`config.mk`:
```
export PLATFORM = sky130hd
export DESIGN_NAME = uart_rx_fifo
export DESIGN_NICKNAME = d
export VERILOG_FILES = /design/src/rtl/uart_rx_fifo.sv
export SDC_FILE = /design/constraint.sdc
export NUM_CORES = 1
export LEC_CHECK = 0
export ABC_CLOCK_PERIOD_IN_PS = 6500
export CAP_MARGIN = 20
export CORE_MARGIN = 2
export CORE_UTILIZATION = 45
export DETAILED_ROUTE_END_ITERATION = 16
export PLACE_DENSITY = 0.63
export SETUP_SLACK_MARGIN = 0.4
export SLEW_MARGIN = 40
export SYNTH_ARGS = -nofsm -noshare
export SYNTH_HDL_FRONTEND = slang
export SYNTH_SLANG_ARGS = --single-unit
```
`constraint.sdc`:
```
create_clock -name clk -period 6.5 [get_ports clk]
set_clock_uncertainty 0.05 [all_clocks]
set_input_delay 1.95 -clock clk [delete_from_list [all_inputs] [get_ports clk]]
set_output_delay 1.95 -clock clk [all_outputs]
set_load 0.005 [all_outputs]
```
`src/rtl/uart_rx_fifo.sv`:
```
// UART receiver (8N1, LSB first) feeding a first-word-fall-through byte FIFO,
// with sticky overrun / framing-error flags and a not-empty interrupt level.
module uart_rx_fifo #(
    parameter int unsigned CLKS_PER_BIT = 104,
    parameter int unsigned DEPTH        = 8
) (
    input  logic                     clk,
    input  logic                     rst_n,
    input  logic                     rx,
    input  logic                     rd_en,
    input  logic                     clr_err,
    output logic [7:0]               rd_data,
    output logic                     empty,
    output logic                     full,
    output logic [$clog2(DEPTH):0]   count,
    output logic                     overrun,
    output logic                     frame_err,
    output logic                     interrupt
);

    localparam int unsigned CntW = $clog2(CLKS_PER_BIT) + 1;
    localparam int unsigned PtrW = $clog2(DEPTH);

    localparam logic [CntW-1:0] HalfBit   = CntW'(CLKS_PER_BIT / 2);
    localparam logic [CntW-1:0] FullBit   = CntW'(CLKS_PER_BIT);
    localparam logic [PtrW:0]   CountFull = (PtrW + 1)'(DEPTH);

    typedef enum logic [1:0] {
        StIdle,
        StStart,
        StData,
        StStop
    } state_e;

    // ------------------------------------------------------------------
    // Input synchronizer and edge history
    // ------------------------------------------------------------------
    logic       rx_meta;
    logic       rx_sync;
    logic       rx_prev;
    // Marks when rx_sync holds a real line sample rather than its reset value.
    logic [1:0] sync_fill;

    always_ff @(posedge clk or negedge rst_n) begin
        if (!rst_n) begin
            rx_meta   <= 1'b1;
            rx_sync   <= 1'b1;
            rx_prev   <= 1'b1;
            sync_fill <= 2'b00;
        end else begin
            rx_meta   <= rx;
            rx_sync   <= rx_meta;
            rx_prev   <= rx_sync;
            sync_fill <= {sync_fill[0], 1'b1};
        end
    end

    // ------------------------------------------------------------------
    // Receiver
    // ------------------------------------------------------------------
    state_e          state_q, state_d;
    logic [CntW-1:0] clk_cnt_q, clk_cnt_d;
    logic [2:0]      bit_cnt_q, bit_cnt_d;
    logic [7:0]      shift_q, shift_d;
    logic            armed_q, armed_d;
    logic            tick;
    logic            push;
    logic            ferr_set;

    assign tick = (clk_cnt_q == CntW'(1));

    always_ff @(posedge clk or negedge rst_n) begin
        if (!rst_n) begin
            state_q   <= StIdle;
            clk_cnt_q <= '0;
            bit_cnt_q <= '0;
            shift_q   <= '0;
            armed_q   <= 1'b0;
        end else begin
            state_q   <= state_d;
            clk_cnt_q <= clk_cnt_d;
            bit_cnt_q <= bit_cnt_d;
            shift_q   <= shift_d;
            armed_q   <= armed_d;
        end
    end

    always_comb begin
        state_d   = state_q;
        clk_cnt_d = clk_cnt_q;
        bit_cnt_d = bit_cnt_q;
        shift_d   = shift_q;
        armed_d   = armed_q;
        push      = 1'b0;
        ferr_set  = 1'b0;

        if (sync_fill[1] && rx_sync) begin
            armed_d = 1'b1;
        end

        case (state_q)
            StIdle: begin
                if (armed_q && rx_prev && !rx_sync) begin
                    state_d   = StStart;
                    clk_cnt_d = HalfBit;
                end
            end
            StStart: begin
                if (tick) begin
                    if (!rx_sync) begin
                        state_d   = StData;
                        clk_cnt_d = FullBit;
                        bit_cnt_d = '0;
                    end else begin
                        state_d = StIdle;
                    end
                end else begin
                    clk_cnt_d = clk_cnt_q - CntW'(1);
                end
            end
            StData: begin
                if (tick) begin
                    shift_d   = {rx_sync, shift_q[7:1]};
                    clk_cnt_d = FullBit;
                    if (bit_cnt_q == 3'd7) begin
                        state_d = StStop;
                    end else begin
                        bit_cnt_d = bit_cnt_q + 3'd1;
                    end
                end else begin
                    clk_cnt_d = clk_cnt_q - CntW'(1);
                end
            end
            StStop: begin
                if (tick) begin
                    state_d = StIdle;
                    if (rx_sync) begin
                        push = 1'b1;
                    end else begin
                        // Disarm so a held-low line (break) reports only one error.
                        ferr_set = 1'b1;
                        armed_d  = 1'b0;
                    end
                end else begin
                    clk_cnt_d = clk_cnt_q - CntW'(1);
                end
            end
            default: begin
                state_d = StIdle;
            end
        endcase
    end

    // ------------------------------------------------------------------
    // FIFO
    // ------------------------------------------------------------------
    logic [7:0]      mem [DEPTH];
    logic [PtrW-1:0] wptr_q;
    logic [PtrW-1:0] rptr_q;
    logic [PtrW:0]   count_q;
    logic            do_pop;
    logic            do_push;
    logic            overrun_set;
    logic            overrun_q;
    logic            frame_err_q;

    assign empty       = (count_q == '0);
    assign full        = (count_q == CountFull);
    assign do_pop      = rd_en && !empty;
    // A simultaneous pop frees the slot, so a push into a full FIFO still lands.
    assign do_push     = push && (!full || do_pop);
    assign overrun_set = push && full && !do_pop;

    always_ff @(posedge clk) begin
        if (do_push) begin
            mem[wptr_q] <= shift_q;
        end
    end

    always_ff @(posedge clk or negedge rst_n) begin
        if (!rst_n) begin
            wptr_q  <= '0;
            rptr_q  <= '0;
            count_q <= '0;
        end else begin
            if (do_push) begin
                wptr_q <= wptr_q + PtrW'(1);
            end
            if (do_pop) begin
                rptr_q <= rptr_q + PtrW'(1);
            end
            case ({do_push, do_pop})
                2'b10:   count_q <= count_q + (PtrW + 1)'(1);
                2'b01:   count_q <= count_q - (PtrW + 1)'(1);
                default: count_q <= count_q;
            endcase
        end
    end

    // Setting a flag wins over a same-cycle clear.
    always_ff @(posedge clk or negedge rst_n) begin
        if (!rst_n) begin
            overrun_q   <= 1'b0;
            frame_err_q <= 1'b0;
        end else begin
            if (overrun_set) begin
                overrun_q <= 1'b1;
            end else if (clr_err) begin
                overrun_q <= 1'b0;
            end
            if (ferr_set) begin
                frame_err_q <= 1'b1;
            end else if (clr_err) begin
                frame_err_q <= 1'b0;
            end
        end
    end

    assign rd_data   = mem[rptr_q];
    assign count     = count_q;
    assign overrun   = overrun_q;
    assign frame_err = frame_err_q;
    assign interrupt = !empty;

endmodule

```
* After elaboration in Yosys (flattened, before gate mapping) *
Memory sizes are Yosys's and may differ from the RTL's.
Index checks and enable logic that the tools add are counted.

word-level totals
  output and inout bits = 17
  memory bits (read-only) = 0
  register bits after elaboration = 39
  word-level logic and storage cells = 94
  latch bits = 0
  memory bits (writable) = 64
  input bits = 5
  memories = 1

cells by class
  multipliers = 0
  shift-type cells = 0
  $lt $le $gt $ge = 0
  reduce and logical (&&, ||, !) cells = 22
  bitwise logic cells = 0
  muxes and demuxes = 34
  add/subtract/negate cells = 6
  equality and inequality tests = 17
  div/mod/pow operators = 0

memories
  memory  words  width  read ports  clocked after Yosys merged registers in  wr ports  line  RTL
  mem     8      8      1           0                                        1         157   logic [7:0] mem [DEPTH];

operators with widths
  cell                                                                 count
  8-bit two-way mux                                                    5
  8-bit case mux with 4 select lines                                   1
  2-bit != test (second input constant)                                8
  1-bit two-way mux                                                    15
  2-bit two-way mux                                                    6
  3-bit two-way mux                                                    4
  5-bit AND reduction                                                  2
  3-bit by 1-bit adder with 3-bit output (second input constant)       3
  8-bit by 1-bit == test with 1-bit output (second input constant)     1
  2-bit case mux with 4 select lines                                   1
  4-bit case mux with 2 select lines                                   1
  2-bit nonzero test                                                   4
  8-bit by 1-bit subtractor with 8-bit output (second input constant)  1
  1-bit logical AND                                                    7
  2-bit == test (second input constant)                                3
  3-bit case mux with 2 select lines                                   1
  4-bit by 1-bit adder with 4-bit output (second input constant)       1
  2-bit by 1-bit == test with 1-bit output (second input constant)     2
  4-bit == test (second input constant)                                1
  1-bit zero test                                                      4
  4-bit zero test                                                      1
  4-bit by 1-bit subtractor with 4-bit output (second input constant)  1
  3-bit == test (second input constant)                                1
  3-bit != test (second input constant)                                1
  other kinds (4)                                                      4

* Longest topological paths before layout *
Gate-level depths: netlist (run 1).

  word-level depth = 7
  mapped depth = 11

* Worst setup path after synthesis (run 1) *
No wires, ideal clock.

  kind = register to output
  start point = register rptr_q[0]
  end point = output rd_data[0]
  arrival time = 1.897 ns
  setup slack = 2.603 ns
  cell stages (with the launch flop) = 5
  buffers on the path = 2
  cell sequence = dfrtp_1 > clkbuf_1 > buf_2 > mux4_2 > mux2_2

on the way
  word-level cells in the longest chain between the ends = 1

RTL lines
  item                    line  RTL
  from (decl)             159   logic [PtrW-1:0] rptr_q;
  from (signal assigned)  190   rptr_q <= rptr_q + PtrW'(1);
  memory read 8 x 8 bit   n/a
  to (decl)               12    output logic [7:0] rd_data,

Every way passes these cells.

* Worst setup path after layout (run 1) *
  start point = register rptr_q[0]
  end point = output rd_data[6]

The elaborated chain is that of the path after synthesis.

==> results of run 1 <==
## critical path: stages (launching register included)
cell,delay [ps]
dfrtp_2,760
mux4_2,570
mux2_2,290
clkdlybuf4s50_1,450
## routing by layer
metal | part of all wire [%] | vias to the layer above | wire length (µm) | track usage (%)
met4 | 0.84 | 0 | 66 | 4.34
met5 | 0 | - | 0 | 0
met2 | 51 | 30 | 4000 | 26.6
li1 | - | 1167 | - | -
met3 | 2.5 | 6 | 199 | 3.26
met1 | 46 | 1251 | 3590 | 20.7
## synth_stat cells, types with 2 or more instances
cell type / n
xor2_1: 3
ha_1: 12
o21ai_0: 5
or3_1: 2
buf_1: 2
edfxtp_1: 64
o41ai_1: 3
o22a_1: 2
dfrtp_1: 36
nand2b_1: 6
nor2b_1: 3
clkbuf_1: 8
nor3_1: 9
o31ai_1: 2
nand3b_1: 2
o21a_1: 2
mux2_2: 20
mux4_2: 16
mux2i_1: 6
o221ai_1: 2
nand2_1: 14
xnor2_1: 4
and3_1: 2
a31oi_1: 2
nor2_1: 14
o22ai_1: 3
inv_1: 11
a21oi_1: 8
nand3_1: 4
dfstp_2: 3
## cell families (layout without fill, tap and decap cells)
logic type	Yosys count	after routing
other cells	1	1
flops	103	103
fa+ha+maj	12	12
xor+xnor	7	7
buf+inv	23	48
mux	42	42
compound gates	41	41
simple gates	64	64
## report_power, final
group,internal (µW),switching [µW]
registers,741,131
clock network,156,244
logic,301,229
total,1200,604
## final cells by class
type / instances / area, µm² / area share, %
clock inverters: 7 / 83.8 / 1.65
repair buffers: 21 / 208 / 4.09
inverters: 11 / 41.3 / 0.813
flip-flops and latches: 103 / 2900 / 57.2
well taps: 133 / 166 / 3.28
multi-input cells: 167 / 1550 / 30.5
clock buffers: 9 / 124 / 2.44
## state kept, by name, summed over array words and instances (netlist names), 2 cells and up, named ones only
register and flops:
bit_cnt_q 3, clk_cnt_q 8, count 4, mem 64
rptr_q 3, shift_q 8, sync_fill 2, wptr_q 3
## worst max path at each step
| stage | from | endpoint | slack, ps | cells past startpoint |
|---|---|---|---|---|
| after CTS | rptr_q[0] | rd_data[3] | 2010 | 3 |
| after global placement | rptr_q[0] | rd_data[3] | 2050 | 3 |
| after detailed placement | rd_en | mem[5][0] | 2390 | 5 |
| after global routing | rptr_q[0] | rd_data[6] | 1900 | 3 |
| final | rptr_q[0] | rd_data[6] | 2070 | 3 |
| after floorplan | rptr_q[0] | rd_data[0] | 2600 | 4 |
## through the flow
stage               total power [µW]  utilization (%)  std cells  cell area (µm²)
floorplan                       1240                -        293             4500
global placement                1410             49.6        435             4830
detailed placement              1420             50.0        435             4870
CTS                             1820             52.2        451             5080
global route                    1920             52.2        451             5080
finish                          1800             52.2        451             5080
==> key figures, run 1 <==
Run status
  – Status: finished clean

Clocking
  – Post-CTS resize count: 0
  – CTS Hold Bufs: 0
  – Reg clk slew, reported paths: 110 ps
  – Post-CTS setup buffer count: 0
  – CTS tree: built
  – CTS Buf Count: 9
  – H-tree depth: 3
  – Clock Path Buffers: 2
  – Worst-Skew Late Latency: 360 ps
  – Root buf cell: clkbuf_8
  – CTS Sinks: 103

Worst setup path
  – Worst Setup Path Type: flip-flop to primary output
  – Critical Path End Type: primary output
  – Critical path arrival: 2430 ps
  – Worst-case reg-to-reg path depth: 6
  – Worst-path fanout max: 18
  – R2R setup slack: 3470 ps
  – Crit path launch type: flip-flop
  – FF-to-FF Start: clk_cnt_q[1]
  – CP required: 4500 ps
  – R2r endpoint: mem[5][1]

Floorplan
  – Die area: 10800 µm²
  – Starting Density: 46.3%
  – Placement Rows: 36
  – Chip width: 104 µm
  – Top Ports: 22
  – Core area: 9730 µm²
  – Die height: 104 µm

STA
  – RSZ-0062 raised after global routing: no
  – Final setup fails: 0
  – Hold Slack: 312 ps
  – Fmax: 226 MHz
  – Min setup slack post-route: 2070 ps
  – Fin crit share: 68.2%
  – Worst slew pin tran: 780 ps
  – Max-slew headroom: 48.0%
  – Min Tclk post-route: 4430 ps
  – Max-slew violations: 0
  – Count of final hold-check violations: 0
  – Setup tns final: 0 ps

Synth
  – Register area share after synthesis: 64.5%
  – Post-synthesis compound-gate area fraction: 6.67%
  – Synth warn: 0
  – Share of the synthesized area in the top cell type: 42.7%
  – Cell Area, Synth: 4500 µm²
  – Cell taking the most area after synthesis: edfxtp_1
  – Cell variety after synth: 53
  – Ys flop type: edfxtp_1
  – Simple-gate area share of the yosys netlist: 7.64%
  – Largest family of logic cells by synthesized area: multiplexers
  – Adder-Cell Fraction of Synth Area: 3.34%
  – Number of synthesized flops with an enable pin: 64
  – Syn nets: 310
  – FFs w/ async S/R, synth: 37.9%
  – Post-synthesis mux area share: 14.3%
  – XOR/XNOR share of the synthesized area: 1.36%
  – Ranking of synthesized cells by area: edfxtp_1 (43%), dfrtp_1 (20%), mux4_2 (8.0%)
  – Cells after synthesis: 293
  – Avg Synthesized Cell Area: 15.4 µm²
  – Seq cells post-synth: 103

Power
  – Leakage power: 0.00182 µW
  – Pwr Density: 355 nW/µm²
  – VDD IR-drop max: 165 µV

Layout
  – Final net count: 330
  – Diodes inserted: 0
  – Fillcell total: 847
  – Layout cell share with drive strength beyond 1: 22.0%
  – P&R area growth vs syn: 12.8%
  – Most common cell after layout, fill and taps aside: edfxtp_1
  – Commonest cells after routing, fill and taps aside: edfxtp_1 (64), dfrtp_1 (35), mux2_2 (20), clkdlybuf4s50_1 (20), mux4_2 (16)

Global route
  – Largest net degree at the start of global routing: 40
  – GR Util All Layers: 15.7%
  – GRT Residual Overflow: 0
  – Vias in the first global route: 2540
  – Initial antenna violation count: 0
  – First-pass GRT wire length: 13300 µm

Detailed routing
  – 1st-pass router iterations: 4
  – Routed WL: 7850 µm
  – Routed wire per std cell: 17.4 µm
  – Via count: 2454
  – Number of routed nets with antenna violations: 0
  – DRC: 0
  – Initial drt markers: 178
  – Vias per inst: 5.44

Placement
  – Gpl congestion: 0.829
  – # port buffers: 21
  – Hpwl dp: 5170 µm
  – Setup Slack @ Placement: 2390 ps

Min path
  – Hold path depth: 0
  – Hold Crit Start: rx_meta
  – HP Class: flip-flop to flip-flop
  – Worst Hold End: rx_sync

Job
  – Max Cap Violations: 0
(Power assumes the default switching activity.)
==> run 2, diff against run 1 <==
ABC_CLOCK_PERIOD_IN_PS = 3800   (was 6500)
PLACE_DENSITY = 0.66   (was 0.63)
clock period = 3.8 ns   (was 6.5 ns; I/O delays follow)
==> run 2 against run 1 <==
Clock power grew 69%. Core utilization up 1.8 points. Worst hold slack got worse by 4.9 ps. Critical path type unchanged.
==> key figures, run 2 (same netlist as run 1, synthesis figures left out) <==
Worst setup path
  – Critical Path End Type: primary output
  – Worst-path fanout max: 9 (-9)
  – Critical path arrival: 2130 ps (-300 ps)
  – CP required: 2610 ps (-1890 ps)
  – Crit path launch type: flip-flop
  – Worst Setup Path Type: flip-flop to primary output

Layout
  – Final cell area excluding filler cells: 5260 µm² (+3.5%)
  – Fillcell total: 823 (-2.8%)
  – Largest register FFs: 64 (unchanged)
  – Top Registers: mem: 64 flops, clk_cnt_q: 8 flops, shift_q: 8 flops
  – Most common cell after layout, fill and taps aside: edfxtp_1
  – Most flops, register: mem
  – Diodes inserted: 0 (unchanged)
  – Layout cell share with drive strength beyond 1: 25.6% (+3.6 points)
  – Post-Route Utilization: 54.0% (+1.8 points)
  – P&R area growth vs syn: 16.7%
  – Final net count: 352 (+6.7%)
  – Commonest cells after routing, fill and taps aside: edfxtp_1 (64), dfrtp_1 (32), buf_4 (21)

Global route
  – GRT Residual Overflow: 0 (unchanged)
  – Vias in the first global route: 2387 (-6.0%)
  – GR Util All Layers: 15.1% (-0.59 points)
  – Initial antenna violation count: 0 (unchanged)
  – Largest net degree at the start of global routing: 40 (unchanged)
  – First-pass GRT wire length: 12500 µm (-5.9%)

Placement
  – # port buffers: 21 (unchanged)
  – Gpl congestion: 0.799 (-3.7%)
  – Cell Area, Placed: 4910 µm² (+0.90%)
  – Hpwl dp: 5040 µm (-2.5%)
  – Setup Slack @ Placement: 598 ps (-1790 ps)

Run status
  – Status: finished clean

STA
  – Max-slew headroom: 55.0% (+7.0 points)
  – Min Tclk post-route: 3320 ps
  – Setup tns final: 0 ps (unchanged)
  – Max-slew violations: 0 (unchanged)
  – Fmax: 301 MHz
  – RSZ-0062 raised after global routing: no
  – Fin crit share: 87.4%
  – Count of final hold-check violations: 0 (unchanged)
  – Min setup slack post-route: 481 ps (-1590 ps)
  – Final setup fails: 0 (unchanged)
  – Worst slew pin tran: 675 ps (-106 ps)

Floorplan
  – Core area: 9730 µm² (unchanged)
  – Top Ports: 22 (unchanged)
  – Placement Rows: 36 (unchanged)
  – Chip width: 104 µm (unchanged)
  – Die height: 104 µm (unchanged)
  – Starting Density: 46.3% (unchanged)
  – Die area: 10800 µm² (unchanged)

Detailed routing
  – Initial drt markers: 144 (-19%)
  – Routed WL: 7860 µm (about the same)
  – 1st-pass router iterations: 4 (unchanged)
  – Vias per inst: 5.42 (-0.34%)
  – DRC: 0 (unchanged)
  – Via count: 2565 (+4.5%)
  – Number of routed nets with antenna violations: 0 (unchanged)
  – Routed wire per std cell: 16.6 µm (-4.6%)

Min path
  – HP Class: flip-flop to flip-flop

Clocking
  – CTS tree: built
  – Clock Path Buffers: 2 (unchanged)
  – Worst-Skew Late Latency: 370 ps (about the same)
  – CTS Buf Count: 9 (unchanged)
  – CTS Sinks: 103 (unchanged)
  – H-tree depth: 3 (unchanged)
  – Root buf cell: clkbuf_8
  – CTS Hold Bufs: 0 (unchanged)
  – Reg clk slew, reported paths: 100 ps (about the same)

Power
  – Comb pwr share: 33.5% (+4.0 points)
  – Leakage power: 0.00200 µW (+9.9%)
  – Clock share of power: 21.1% (-1.1 points)
  – Sw Share: 32.9% (-0.57 points)
  – NetSw: 1050 µW (+74%)
  – Final Power: 3200 µW (+77%)
  – P_int: 2140 µW (+79%)
  – Pwr Density: 608 nW/µm² (+71%)
  – Sequential power share: 45.4% (-3.0 points)
  – VDD IR-drop max: 348 µV (+110%)

Job
  – Max Cap Violations: 0 (unchanged)
run 2: changes by cell type in the layout (fill, tap and decap cells not counted), moves of 2 or more:
| cell | change |
|---|---|
| dfrtp_2 | +3 |
| dfrtp_1 | -3 |
| nor3_1 | +2 |
| dlymetal6s2s_1 | +8 |
| nor3_4 | -2 |
| buf_4 | +20 |
| nor2_2 | -6 |
| nor2_1 | +6 |
| clkdlybuf4s50_1 | -8 |
run 2: layer usage:
metal	GRT usage (%)	part of all wire [%]	vias up
li1	-	-	1215
met1	20.0	45	1284
met2	24.9	50	58
met3	4.01	3.9	8
met4	4.34	1.2	0
met5	0	0	-
run 2: worst paths after layout:
check | endpoint | slack, ps | cells past startpoint | start
setup / recovery | full | 480 | 3 | count[2]
hold / removal | sync_fill[1] | 310 | 0 | sync_fill[0]
setup reg to reg | count[2] | 1040 | 10 | clk_cnt_q[1]
hold reg to reg | sync_fill[1] | 310 | 0 | sync_fill[0]
max in group asynchronous | count[1] | 2660 | 1 | rst_n
min in group asynchronous | shift_q[0] | 670 | 1 | rst_n
run 2: power by group through the flow:
| stage | sequential (µW) | combinational [µW] | clock (µW) |
|---|---|---|---|
| after detailed placement | 1470 | 970 | 0 |
| after global routing | 1470 | 1180 | 742 |
| after CTS | 1440 | 993 | 698 |
| after global placement | 1460 | 955 | 0 |
| final | 1450 | 1070 | 674 |
| after floorplan | 1350 | 779 | 0 |
run 2: through the flow:
step,hold WS [ps],cells
after floorplan,281,293
after global placement,294,446
after detailed placement,294,446
after CTS,307,463
after global routing,316,473
final,307,473
run 2: what timing repair did:
action                                  in CTS  in global routing
gates resized for setup                      4                 11
buffers inserted                             1                  9
pin swaps                                    0                  0
endpoints found under the setup margin       8                  9
gates cloned                                 0                  1
run 2: final cells by class:
type | count | area, µm² | share of cell area, %
inverter | 11 | 41.3 | 0.786
tap | 133 | 166 | 3.17
clock inverter | 7 | 81.3 | 1.55
timing repair buffer | 43 | 423 | 8.05
sequential | 103 | 2910 | 55.3
multi-input combinational | 167 | 1510 | 28.8
clock buffer | 9 | 124 | 2.36
run 2: worst max-delay path: stages, from the launching register on:
cell	delay, ps
dfrtp_2	480
or4b_2	710
inv_1	80
clkdlybuf4s50_1	490
